`src/rtl/gray_conv_arbiter.sv`:
```
// Round-robin arbiter sharing one registered Gray-to-binary converter among N_REQ requesters.
// Each conversion runs IDLE -> CAPTURE -> CONV -> HOLD and is released by the consumer's ack.
module gray_conv_arbiter #(
    parameter int N_REQ = 4,
    parameter int WIDTH = 4,
    parameter int ID_W  = 2
) (
    input  logic                     clk,
    input  logic                     rst,
    input  logic [N_REQ-1:0]         req,
    input  logic [N_REQ*WIDTH-1:0]   gray_in,
    output logic [N_REQ-1:0]         grant,
    output logic                     busy,
    output logic [WIDTH-1:0]         bin_out,
    output logic [ID_W-1:0]          bin_id,
    output logic                     bin_valid,
    input  logic                     ack
);

    typedef enum logic [1:0] {IDLE, CAPTURE, CONV, HOLD} state_t;

    state_t            state, state_next;
    logic [WIDTH-1:0]  gray_reg;
    logic [WIDTH-1:0]  gray_sel;
    logic [ID_W-1:0]   last;
    logic [ID_W-1:0]   sel;
    logic              found;
    int                idx;

    function automatic logic [WIDTH-1:0] gray2bin(input logic [WIDTH-1:0] g);
        logic [WIDTH-1:0] b;
        b = g;
        for (int i = WIDTH - 2; i >= 0; i--)
            b[i] = b[i+1] ^ g[i];
        return b;
    endfunction

    // Search upward from the requester after the last one served, wrapping around.
    // NOTE: every combinational output gets a default first so no path leaves it unassigned (no latch).
    always_comb begin
        sel   = '0;
        found = 1'b0;
        idx   = 0;
        for (int k = 1; k <= N_REQ; k++) begin
            idx = (int'(last) + k) % N_REQ;
            if (!found && req[idx[ID_W-1:0]]) begin
                sel   = idx[ID_W-1:0];
                found = 1'b1;
            end
        end
    end

    // bin_id already holds the granted index by the time CAPTURE samples the word.
    always_comb begin
        gray_sel = '0;
        for (int i = 0; i < N_REQ; i++)
            if (bin_id == ID_W'(i))
                gray_sel = gray_in[i*WIDTH +: WIDTH];
    end

    always_ff @(posedge clk or posedge rst) begin
        if (rst)
            state <= IDLE;
        else
            state <= state_next;
    end

    always_comb begin
        state_next = state;
        case (state)
            IDLE:    if (found) state_next = CAPTURE;
            CAPTURE: state_next = CONV;
            CONV:    state_next = HOLD;
            HOLD:    if (ack) state_next = IDLE;
            default: state_next = IDLE;
        endcase
    end

    // NOTE: sequential state uses non-blocking assignments so every register sees pre-edge values.
    always_ff @(posedge clk or posedge rst) begin
        if (rst) begin
            grant     <= '0;
            busy      <= 1'b0;
            bin_out   <= '0;
            bin_id    <= '0;
            bin_valid <= 1'b0;
            // NOTE: gray_reg is an ordinary register, not a memory, so it is reset with the rest.
            gray_reg  <= '0;
            last      <= ID_W'(N_REQ - 1);
        end else begin
            busy <= (state_next != IDLE);
            case (state)
                IDLE: begin
                    if (found) begin
                        grant  <= N_REQ'(1) << sel;
                        bin_id <= sel;
                    end
                end
                CAPTURE: begin
                    gray_reg <= gray_sel;
                    grant    <= '0;
                end
                CONV: begin
                    bin_out   <= gray2bin(gray_reg);
                    bin_valid <= 1'b1;
                end
                HOLD: begin
                    if (ack) begin
                        bin_valid <= 1'b0;
                        last      <= bin_id;
                    end
                end
                default: ;
            endcase
        end
    end

endmodule

```
`config.mk`:
```
export PLATFORM = sky130hd
export DESIGN_NAME = gray_conv_arbiter
export DESIGN_NICKNAME = d
export VERILOG_FILES = /design/src/rtl/gray_conv_arbiter.sv
export SDC_FILE = /design/constraint.sdc
export NUM_CORES = 1
export LEC_CHECK = 0
export ABC_AREA = 1
export ABC_CLOCK_PERIOD_IN_PS = 1800
export BUFFER_PORTS_ARGS = -buffer_cell sky130_fd_sc_hd__buf_2
export CORE_MARGIN = 8
export CORE_UTILIZATION = 40
export CTS_BUF_LIST = sky130_fd_sc_hd__clkbuf_4 sky130_fd_sc_hd__clkbuf_8 sky130_fd_sc_hd__clkbuf_16
export CTS_CLUSTER_DIAMETER = 60
export DETAILED_ROUTE_END_ITERATION = 10
export PLACE_DENSITY = 0.62
export SLEW_MARGIN = 20
export SYNTH_ARGS = -nofsm -noshare
export SYNTH_HDL_FRONTEND = slang
export SYNTH_SLANG_ARGS = --single-unit
```
`constraint.sdc`:
```
create_clock -name clk -period 1.8 [get_ports clk]
set_input_delay 0.27 -clock clk [delete_from_list [all_inputs] [get_ports clk]]
set_output_delay 0.27 -clock clk [all_outputs]
set_load 0.01 [all_outputs]
```
==> flow_metrics.env, run 1 <==
export IMPL_floorplan_initialDensity_pct=42.0
export IMPL_yosys_register_bits=20
export IMPL_first_pass_iters=4
export IMPL_layout_cells_most_common="sky130_fd_sc_hd__nand2_1"
export IMPL_vias_per_cell=4.79
export IMPL_gp_congestion=0.850
export IMPL_worst_hold_path_stage_count=3
export IMPL_rows=20
export IMPL_routed_wirelength_um=2940
export IMPL_dp_cells=241
export IMPL_grt_pass1_wl_um=4880
export IMPL_cap_violations=0
export IMPL_first_global_vias=1138
export IMPL_diodes=0
export IMPL_critPathKind="flop to flop"
export IMPL_core_region_area_um2=3030
export IMPL_drt_initial_drc_count=37
export IMPL_max_freq_mhz=588
export IMPL_tritoncts_num_sinks=20
export IMPL_worst_slew_pin_slew_ns=0.549
export IMPL_die_w_um=72.4
export IMPL_layoutNonFillerInstCount=248
export IMPL_synth_largest_area_cell="sky130_fd_sc_hd__dfrtp_1"
export IMPL_die_area_um2=5240
export IMPL_layout_cells_sized_above_1_pct=34.3
export IMPL_postRouteAntennaNets=0
export IMPL_port_buffers=34
export IMPL_leakage_nw=0.851
export IMPL_post_synth_inst_count=166
export IMPL_clock_tree_root_buffer_cell="sky130_fd_sc_hd__clkbuf_4"
export IMPL_setup_worst_path_end_class="flop"
export IMPL_detail_route_wl_per_cell_um=11.9
export IMPL_clkLatencyLatePin_ns=0.30
export IMPL_r2r_worst_path_cells=12
export IMPL_peakVddDrop_mv=0.764
export IMPL_finalClockSkew_ns=0.0109
export IMPL_critPathArrivalTime_ns=1.94
export IMPL_tritoncts="yes"
export IMPL_mostFrequentLayoutCells="sky130_fd_sc_hd__nand2_1, sky130_fd_sc_hd__buf_2, sky130_fd_sc_hd__inv_1, sky130_fd_sc_hd__dfrtp_1, sky130_fd_sc_hd__nand3_1"
export IMPL_number_of_nets_in_the_synthesized_netlist=189
export IMPL_cp_start_kind="flop"
export IMPL_grt_antenna_before_repair=0
export IMPL_cts_max_level=1
export IMPL_io_pins=35
export IMPL_yosys_cell_types_count=25
export IMPL_max_slew_margin_rel_pct=63.1
export IMPL_grt_max_degree=21
export IMPL_layout_area_seq_um2=503
export IMPL_post_synth_cell_area_avg_um2=7.66
export IMPL_final_nets=228
export IMPL_areaGrowthSynthToFinish_pct=23.3
export IMPL_clk_pin_slew_worst_paths_ns=0.12
export IMPL_die_height_um=72.4
export IMPL_routed_via_count=1188
export IMPL_track_usage_pct=11.2
export IMPL_multi_input_area_um2=654
export IMPL_syn_cell_area_um2=1270
export IMPL_yosys_top_cells_area="sky130_fd_sc_hd__dfrtp_1, sky130_fd_sc_hd__nand2_1, sky130_fd_sc_hd__nand3_1"
export IMPL_layout_min_cycle_time_ns=1.70
export IMPL_detail_route_drc_violations=0
export IMPL_critPathMaxFanout=9
export IMPL_worst_hold_slack_ns=0.214
export IMPL_cts_inserted_buffers=3
export IMPL_grt_overflow_total=0
export IMPL_pwr_density_cell_nw_per_um2=1850
export IMPL_crit_required_ns=2.04
export IMPL_synth_top_cell_area_share_pct=35.4
export IMPL_max_slew_vio_count=0
export IMPL_hp_class="input pin to flop"
export IMPL_ys_warn_count=0
export IMPL_timing_final_hold_violations=0
export IMPL_final_setup_viol_count=0
export IMPL_worst_case_clock_buffer_depth=2
export IMPL_totalNegativeSetupSlack_ns=0
export IMPL_hpwl_um=2380
export IMPL_synth_sequential_area_ratio_pct=39.6
export IMPL_final_period_utilization_pct=94.5
export IMPL_num_fill_cells=295
export IMPL_design_power_total_mw=2.89
export IMPL_run_status="complete, no violations"
==> report_power, final <==
group	internal [mW]	switching, mW	total [mW]	leakage (nW)
clock network	0.225	0.140	0.365	0.0279
registers	0.670	0.187	0.857	0.244
logic	0.626	1.04	1.67	0.579
==> final cells by class <==
cell class | count | area share, %
sequential | 20 | 32.1
clock inverter | 1 | 1.92
tap | 44 | 3.51
multi-input combinational | 121 | 41.7
timing repair buffer | 39 | 14.0
inverter | 20 | 5.27
clock buffer | 3 | 1.44
==> routing by layer <==
layer / wire length (um) / GRT usage (%)
met1: 1260 / 13.1
met2: 1550 / 20.2
met3: 136 / 3.17
met4: 0 / 1.33
met5: 0 / 0
==> kinds of logic (layout without fill, tap and decap cells) <==
logic type	count (synthesis)	in the layout	share of synthesized area [%]
xor gates and xnor gates	3	3	2.07
AOI/OAI and AO/OA	23	23	10.1
DFF	20	20	39.6
and+or+nand+nor	95	95	38.5
buffers and inverters	25	63	9.74
==> timing repair <==
action | 4_1_cts | 5_1_grt
buffers inserted | 0 | 2
hold buffers | 1 | 0
endpoints found under the hold margin | 18 | 0
setup endpoints to repair | 0 | 6
gates resized for setup | 0 | 3
==> worst max-delay path: stages, from the launching register on <==
cell and delay, ns:
sky130_fd_sc_hd__dfstp_2 0.57, sky130_fd_sc_hd__buf_12 0.12, sky130_fd_sc_hd__inv_8 0.05, sky130_fd_sc_hd__nand2_1 0.05, sky130_fd_sc_hd__nand2_1 0.08, sky130_fd_sc_hd__nand2_2 0.10
sky130_fd_sc_hd__nand2_4 0.06, sky130_fd_sc_hd__nor2_4 0.09, sky130_fd_sc_hd__nand3_2 0.10, sky130_fd_sc_hd__nand2_4 0.13, sky130_fd_sc_hd__buf_4 0.16, sky130_fd_sc_hd__nand3_2 0.06
sky130_fd_sc_hd__nand2_1 0.07
==> cells in the mapped netlist <==
library cell                n
sky130_fd_sc_hd__clkbuf_1   2
sky130_fd_sc_hd__o21ai_0   14
sky130_fd_sc_hd__a22oi_1    1
sky130_fd_sc_hd__dfrtp_1   18
sky130_fd_sc_hd__nand3_2    5
sky130_fd_sc_hd__nand3_1   16
sky130_fd_sc_hd__nand2_1   47
sky130_fd_sc_hd__o21ai_2    2
sky130_fd_sc_hd__nand2_2    9
sky130_fd_sc_hd__a21oi_1    4
sky130_fd_sc_hd__inv_1     18
sky130_fd_sc_hd__dfstp_2    2
sky130_fd_sc_hd__nand4_1    1
sky130_fd_sc_hd__nand2_4    6
sky130_fd_sc_hd__a31oi_1    1
sky130_fd_sc_hd__o211ai_1   1
sky130_fd_sc_hd__inv_2      1
sky130_fd_sc_hd__nor2_1     8
sky130_fd_sc_hd__xor2_1     2
sky130_fd_sc_hd__nor2_4     1
sky130_fd_sc_hd__nor2_2     1
sky130_fd_sc_hd__buf_6      3
sky130_fd_sc_hd__xnor2_1    1
sky130_fd_sc_hd__inv_8      1
sky130_fd_sc_hd__nor3_1     1
==> stage by stage <==
step                      setup slack (ns)  util, %  area (um^2)
after floorplan                      0.283        -         1270
after global placement               0.134     48.6         1470
after detailed placement            0.0681     48.6         1470
after CTS                           0.0420     50.6         1530
after global routing              -0.00509     51.8         1570
final                               0.0989     51.8         1570
==> worst paths after layout <==
| path | startpoint | end | slack [ns] |
|---|---|---|---|
| min in group asynchronous | rst | bin_out[3] | 0.52 |
| max | last[0] | grant[0] | 0.1 |
| min reg2reg | bin_out[2] | bin_out[2] | 0.49 |
| min | gray_in[15] | gray_reg[3] | 0.21 |
| max in group asynchronous | rst | last[0] | 0.99 |
| max reg2reg | last[0] | grant[0] | 0.1 |
(Power assumes the default switching activity.)
==> inputs of run 2 (changes only) <==
- ABC_CLOCK_PERIOD_IN_PS: 1800 -> 2000
- clock period: 1.8 -> 2 ns (I/O delays scaled with it)
==> run 2 against run 1 <==
  * Critical path depth is 1 lower
  * First-iteration DRC count is 30% lower
  * Clock power is 37% lower
  * Die area stayed put
  * Global-route usage is 0.10 points lower
  * Flip-flop and latch count stayed put
  * Final area is 4.9% lower
  * Clock skew is 0.0093 ns lower
  * Fmax is 6.4% lower
  * Utilization is 2.5 points lower
==> flow_metrics.env, run 2 (synthesis results as in run 1) <==
export IMPL_netSwitchingFraction_pct=49.6
export IMPL_layout_area_seq_um2=503
export IMPL_routed_via_count=1147
export IMPL_peakVddDrop_mv=0.730
export IMPL_detail_route_drc_violations=0
export IMPL_clock_power_share_pct=9.5
export IMPL_worst_case_clock_buffer_depth=2
export IMPL_design_power_total_mw=2.40
export IMPL_io_pins=35
export IMPL_num_fill_cells=305
export IMPL_die_w_um=72.4
export IMPL_run_status="complete, no violations"
export IMPL_vias_per_cell=4.72
export IMPL_met3_wirelength_um=178
export IMPL_cap_violations=0
export IMPL_final_nets=223
export IMPL_grt_pass1_wl_um=4800
export IMPL_areaGrowthSynthToFinish_pct=17.3
export IMPL_setup_worst_path_end_class="flop"
export IMPL_max_slew_margin_rel_pct=50.4
export IMPL_gates_resized_cts_repair=0
export IMPL_detailroute_wirelength_met2_um=1460
export IMPL_crit_required_ns=2.20
export IMPL_worst_hold_slack_ns=0.111
export IMPL_rows=20
export IMPL_floorplan_initialDensity_pct=42.0
export IMPL_tritoncts_num_sinks=20
export IMPL_cp_start_kind="flop"
export IMPL_mostFrequentLayoutCells="sky130_fd_sc_hd__nand2_1, sky130_fd_sc_hd__buf_2, sky130_fd_sc_hd__inv_1, sky130_fd_sc_hd__dfrtp_1, sky130_fd_sc_hd__nand3_1"
export IMPL_first_global_vias=1145
export IMPL_grt_overflow_total=0
export IMPL_met1Wirelength_um=1210
export IMPL_worst_slew_pin_slew_ns=0.743
export IMPL_combinationalPowerShare_pct=57.9
export IMPL_critical_path_top_cell_by_count="sky130_fd_sc_hd__nand2_1"
export IMPL_cts_inserted_buffers=3
export IMPL_max_slew_vio_count=0
export IMPL_clkLatencyLatePin_ns=0.29
export IMPL_die_height_um=72.4
export IMPL_grt_setup_unrepaired="false"
export IMPL_port_buffers=34
export IMPL_final_period_utilization_pct=90.9
export IMPL_detail_route_wl_per_cell_um=11.8
export IMPL_hp_class="input pin to async pin"
export IMPL_critPathMaxFanout=12
export IMPL_layout_min_cycle_time_ns=1.82
export IMPL_seq_power_share_pct=32.5
export IMPL_layout_cells_sized_above_1_pct=33.2
export IMPL_track_usage_pct=11.1
export IMPL_cpPeakStageDelay_ns=0.67
export IMPL_multi_input_area_um2=644
export IMPL_final_setup_viol_count=0
export IMPL_critPathKind="flop to flop"
export IMPL_pwr_density_cell_nw_per_um2=1610
export IMPL_cts_setup_buffers=0
export IMPL_timing_critical_path_slowest_stage_cell="sky130_fd_sc_hd__dfstp_2"
export IMPL_timing_final_hold_violations=0
export IMPL_grt_max_degree=21
export IMPL_path_cells="inv_8 > nand2_1 > nand2_1 > nand2_2 > nand2_4 > nor2_4 > nand3_2 > nand2_2 > inv_1 > nand3_1 > nand2_1"
export IMPL_clk_pin_slew_worst_paths_ns=0.11
export IMPL_holdBufCountCts=0
export IMPL_clock_tree_root_buffer_cell="sky130_fd_sc_hd__clkbuf_4"
export IMPL_diodes=0
export IMPL_core_region_area_um2=3030
export IMPL_totalNegativeSetupSlack_ns=0
export IMPL_finalClockSkew_ns=0.00154
export IMPL_hpwl_um=2340
export IMPL_layout_cells_most_common="sky130_fd_sc_hd__nand2_1"
export IMPL_critPathArrivalTime_ns=2.01
export IMPL_cts_max_level=1
export IMPL_netSwitchingPower_mw=1.19
export IMPL_die_area_um2=5240
export IMPL_drt_initial_drc_count=26
export IMPL_first_pass_iters=4
export IMPL_postRouteAntennaNets=0
export IMPL_tritoncts="yes"
export IMPL_count_of_buffering_cells_on_the_critical_path_with_inverters_included=2
export IMPL_routed_top_layer="met4"
export IMPL_leakage_nw=0.814
export IMPL_path_delay_family="simple AND/OR/NAND/NOR gates"
export IMPL_max_freq_mhz=550
export IMPL_grt_antenna_before_repair=0
export IMPL_routed_wirelength_um=2870
export IMPL_power_internal_mw=1.21
export IMPL_gp_congestion=0.892
==> run 2: final cells by class <==
| type | count | share of cell area [%] |
|---|---|---|
| timing repair buffer | 34 | 11.4 |
| clock buffer | 4 | 2.43 |
| inverter | 20 | 5.54 |
| tap | 44 | 3.69 |
| sequential | 20 | 33.7 |
| multi-input combinational | 121 | 43.2 |
==> run 2: final timing paths <==
check | start | end | slack, ns | cells past startpoint
max | last[0] | grant[0] | 0.18 | 11
min | rst | bin_out[3] | 0.11 | 2
max reg2reg | last[0] | grant[0] | 0.18 | 11
min reg2reg | bin_out[2] | bin_out[2] | 0.49 | 2
max in group asynchronous | rst | bin_id[0] | 1.42 | 2
min in group clk | gray_in[15] | gray_reg[3] | 0.26 | 3
==> run 2: metrics by stage <==
step                utilization (%)  std cells  setup WS [ns]  cell area [um^2]
finish                         49.3        243          0.183              1490
global placement               48.1        239          0.272              1460
detailed placement             48.1        239          0.191              1460
floorplan                         -        166          0.483              1270
CTS                            49.3        243          0.174              1490
global route                   49.3        243         0.0292              1490
==> run 2: metal layers <==
layer  up-vias  global-route usage, %
met3         2                   4.55
met4         0                   2.44
met2        22                   19.8
met5         -                      0
met1       527                   11.9
li1        596                      -
==> run 2: power by group through the flow <==
stage / logic, mW / registers [mW] / clock network (mW)
floorplan: 1.14 / 0.758 / 0
global placement: 1.36 / 0.789 / 0
detailed placement: 1.40 / 0.792 / 0
CTS: 1.41 / 0.784 / 0.241
global route: 1.57 / 0.811 / 0.261
finish: 1.39 / 0.782 / 0.229
==> run 2: worst register-to-register path, cell delays in order, from the launching register on <==
cell and delay (ns):
sky130_fd_sc_hd__dfstp_2 0.67, sky130_fd_sc_hd__inv_8 0.08, sky130_fd_sc_hd__nand2_1 0.06, sky130_fd_sc_hd__nand2_1 0.09, sky130_fd_sc_hd__nand2_2 0.10, sky130_fd_sc_hd__nand2_4 0.06
sky130_fd_sc_hd__nor2_4 0.09, sky130_fd_sc_hd__nand3_2 0.07, sky130_fd_sc_hd__nand2_2 0.23, sky130_fd_sc_hd__inv_1 0.11, sky130_fd_sc_hd__nand3_1 0.10, sky130_fd_sc_hd__nand2_1 0.05
==> inputs of run 3 (changes only) <==
- CAP_MARGIN: unset -> 20
- CORE_MARGIN: 8 -> 3
==> run 3 against run 2 <==
  * Global-route usage increased by 3.2 points
  * Hold slack got worse by 0.011 ns
  * First-iteration DRC count increased by 140%
  * Final cell count decreased by 0.82%
  * Count of clock-buffer cells in the layout decreased by 1
  * Final area increased by 0.92%
  * Fmax increased by 1.7%
  * Combinational power about the same
  * Largest cell class unchanged
  * Largest power group unchanged
  * Highest routed layer unchanged
==> flow_metrics.env, run 3 (synthesis results as in run 1) <==
export IMPL_hp_class="input pin to async pin"
export IMPL_finalClockSkew_ns=0.00857
export IMPL_core_region_area_um2=2900
export IMPL_grt_overflow_total=0
export IMPL_max_slew_margin_rel_pct=50.1
export IMPL_vias_per_cell=4.58
export IMPL_final_setup_viol_count=0
export IMPL_layout_min_cycle_time_ns=1.79
export IMPL_areaGrowthSynthToFinish_pct=18.4
export IMPL_dp_cells=237
export IMPL_postRouteAntennaNets=0
export IMPL_clkLatencyLatePin_ns=0.30
export IMPL_gates_resized_cts_repair=0
export IMPL_cap_violations=0
export IMPL_path_cells="inv_8 > nand2_1 > nand2_1 > nand2_2 > nand2_4 > nor2_4 > nand3_2 > nand2_2 > inv_1 > nand3_1 > nand2_1"
export IMPL_timing_final_hold_violations=0
export IMPL_clk_pin_slew_worst_paths_ns=0.12
export IMPL_met3_wirelength_um=82
export IMPL_die_height_um=62.4
export IMPL_totalNegativeSetupSlack_ns=0
export IMPL_worst_slew_pin_slew_ns=0.747
export IMPL_layoutNonFillerInstCount=241
export IMPL_die_w_um=62.4
export IMPL_diodes=0
export IMPL_met1Wirelength_um=1330
export IMPL_critPathKind="flop to flop"
export IMPL_cts_max_level=1
export IMPL_worst_case_clock_buffer_depth=2
export IMPL_grt_max_degree=21
export IMPL_track_usage_pct=14.3
export IMPL_leakage_nw=0.820
export IMPL_drt_initial_drc_count=63
export IMPL_cell_area_after_placement_um2=1450
export IMPL_hpwl_um=2120
export IMPL_tritoncts_num_sinks=20
export IMPL_critical_path_top_cell_by_count="sky130_fd_sc_hd__nand2_1"
export IMPL_first_pass_iters=4
export IMPL_final_nets=223
export IMPL_critPathMaxFanout=12
export IMPL_routed_wirelength_um=2630
export IMPL_setup_worst_path_end_class="flop"
export IMPL_timing_critical_path_slowest_stage_cell="sky130_fd_sc_hd__dfstp_2"
export IMPL_die_area_um2=3890
export IMPL_clock_tree_root_buffer_cell="sky130_fd_sc_hd__clkbuf_4"
export IMPL_path_delay_family="simple AND/OR/NAND/NOR gates"
export IMPL_r2r_worst_path_cells=11
export IMPL_layout_cells_sized_above_1_pct=33.2
export IMPL_count_of_buffering_cells_on_the_critical_path_with_inverters_included=2
export IMPL_mostFrequentLayoutCells="sky130_fd_sc_hd__nand2_1, sky130_fd_sc_hd__buf_2, sky130_fd_sc_hd__inv_1, sky130_fd_sc_hd__dfrtp_1, sky130_fd_sc_hd__nand3_1"
export IMPL_cpPeakStageDelay_ns=0.67
export IMPL_pwr_density_cell_nw_per_um2=1650
export IMPL_cp_start_kind="flop"
export IMPL_run_status="complete, no violations"
export IMPL_max_slew_vio_count=0
export IMPL_cts_setup_buffers=0
export IMPL_num_fill_cells=306
export IMPL_first_global_vias=1049
export IMPL_detail_route_wl_per_cell_um=10.9
export IMPL_detail_route_drc_violations=0
export IMPL_grt_setup_unrepaired="false"
export IMPL_grt_antenna_before_repair=0
export IMPL_critPathArrivalTime_ns=1.99
export IMPL_cts_inserted_buffers=3
export IMPL_timing_critical_path_depth=11
export IMPL_floorplan_initialDensity_pct=43.8
export IMPL_routed_via_count=1103
export IMPL_max_freq_mhz=560
export IMPL_final_period_utilization_pct=89.4
export IMPL_grt_pass1_wl_um=4690
export IMPL_routed_top_layer="met4"
export IMPL_gp_congestion=0.795
export IMPL_peakVddDrop_mv=0.985
export IMPL_holdBufCountCts=0
export IMPL_crit_required_ns=2.20
export IMPL_rows=19
export IMPL_detailroute_wirelength_met2_um=1200
export IMPL_layout_cells_most_common="sky130_fd_sc_hd__nand2_1"
export IMPL_stdcell_area_um2=1510
export IMPL_port_buffers=34
export IMPL_tritoncts="yes"
export IMPL_io_pins=35
run 3: report_power, final:
group	switching, mW	internal, mW
logic	0.865	0.497
clock network	0.128	0.203
registers	0.185	0.603
total	1.18	1.30
run 3: per-layer routing:
layer,global-route usage [%],vias up
met2,23.1,16
met5,0,-
met4,1.65,0
li1,-,594
met3,3.42,2
met1,20.0,491
run 3: final timing paths:
kind,slack [ns],start,to
worst max-delay path,0.21,last[0],grant[0]
worst min-delay path,0.1,rst,busy
worst max register to register,0.21,last[0],grant[0]
worst min register to register,0.49,bin_out[0],bin_out[0]
max in group asynchronous,1.42,rst,bin_id[1]
min in group clk,0.25,gray_in[15],gray_reg[3]
run 3: layout make-up:
type                    instances  area [um^2]  area share, %
multi-input cells             121          644           42.8
flip-flops and latches         20          503           33.4
repair buffers                 34          170           11.3
inverters                      20         82.6           5.49
well taps                      42         52.6           3.49
clock inverters                 1         30.0           2.00
clock buffers                   3         22.5           1.50
run 3: through the flow:
stage	utilization, %	setup WS [ns]	hold WS, ns	total power [mW]
final	51.9	0.213	0.0998	2.48
after global routing	51.9	0.00228	0.145	2.75
after CTS	51.9	0.199	0.125	2.51
after detailed placement	50.1	0.230	0.468	2.17
after global placement	50.1	0.285	0.445	2.14
after floorplan	-	0.483	0.262	1.90
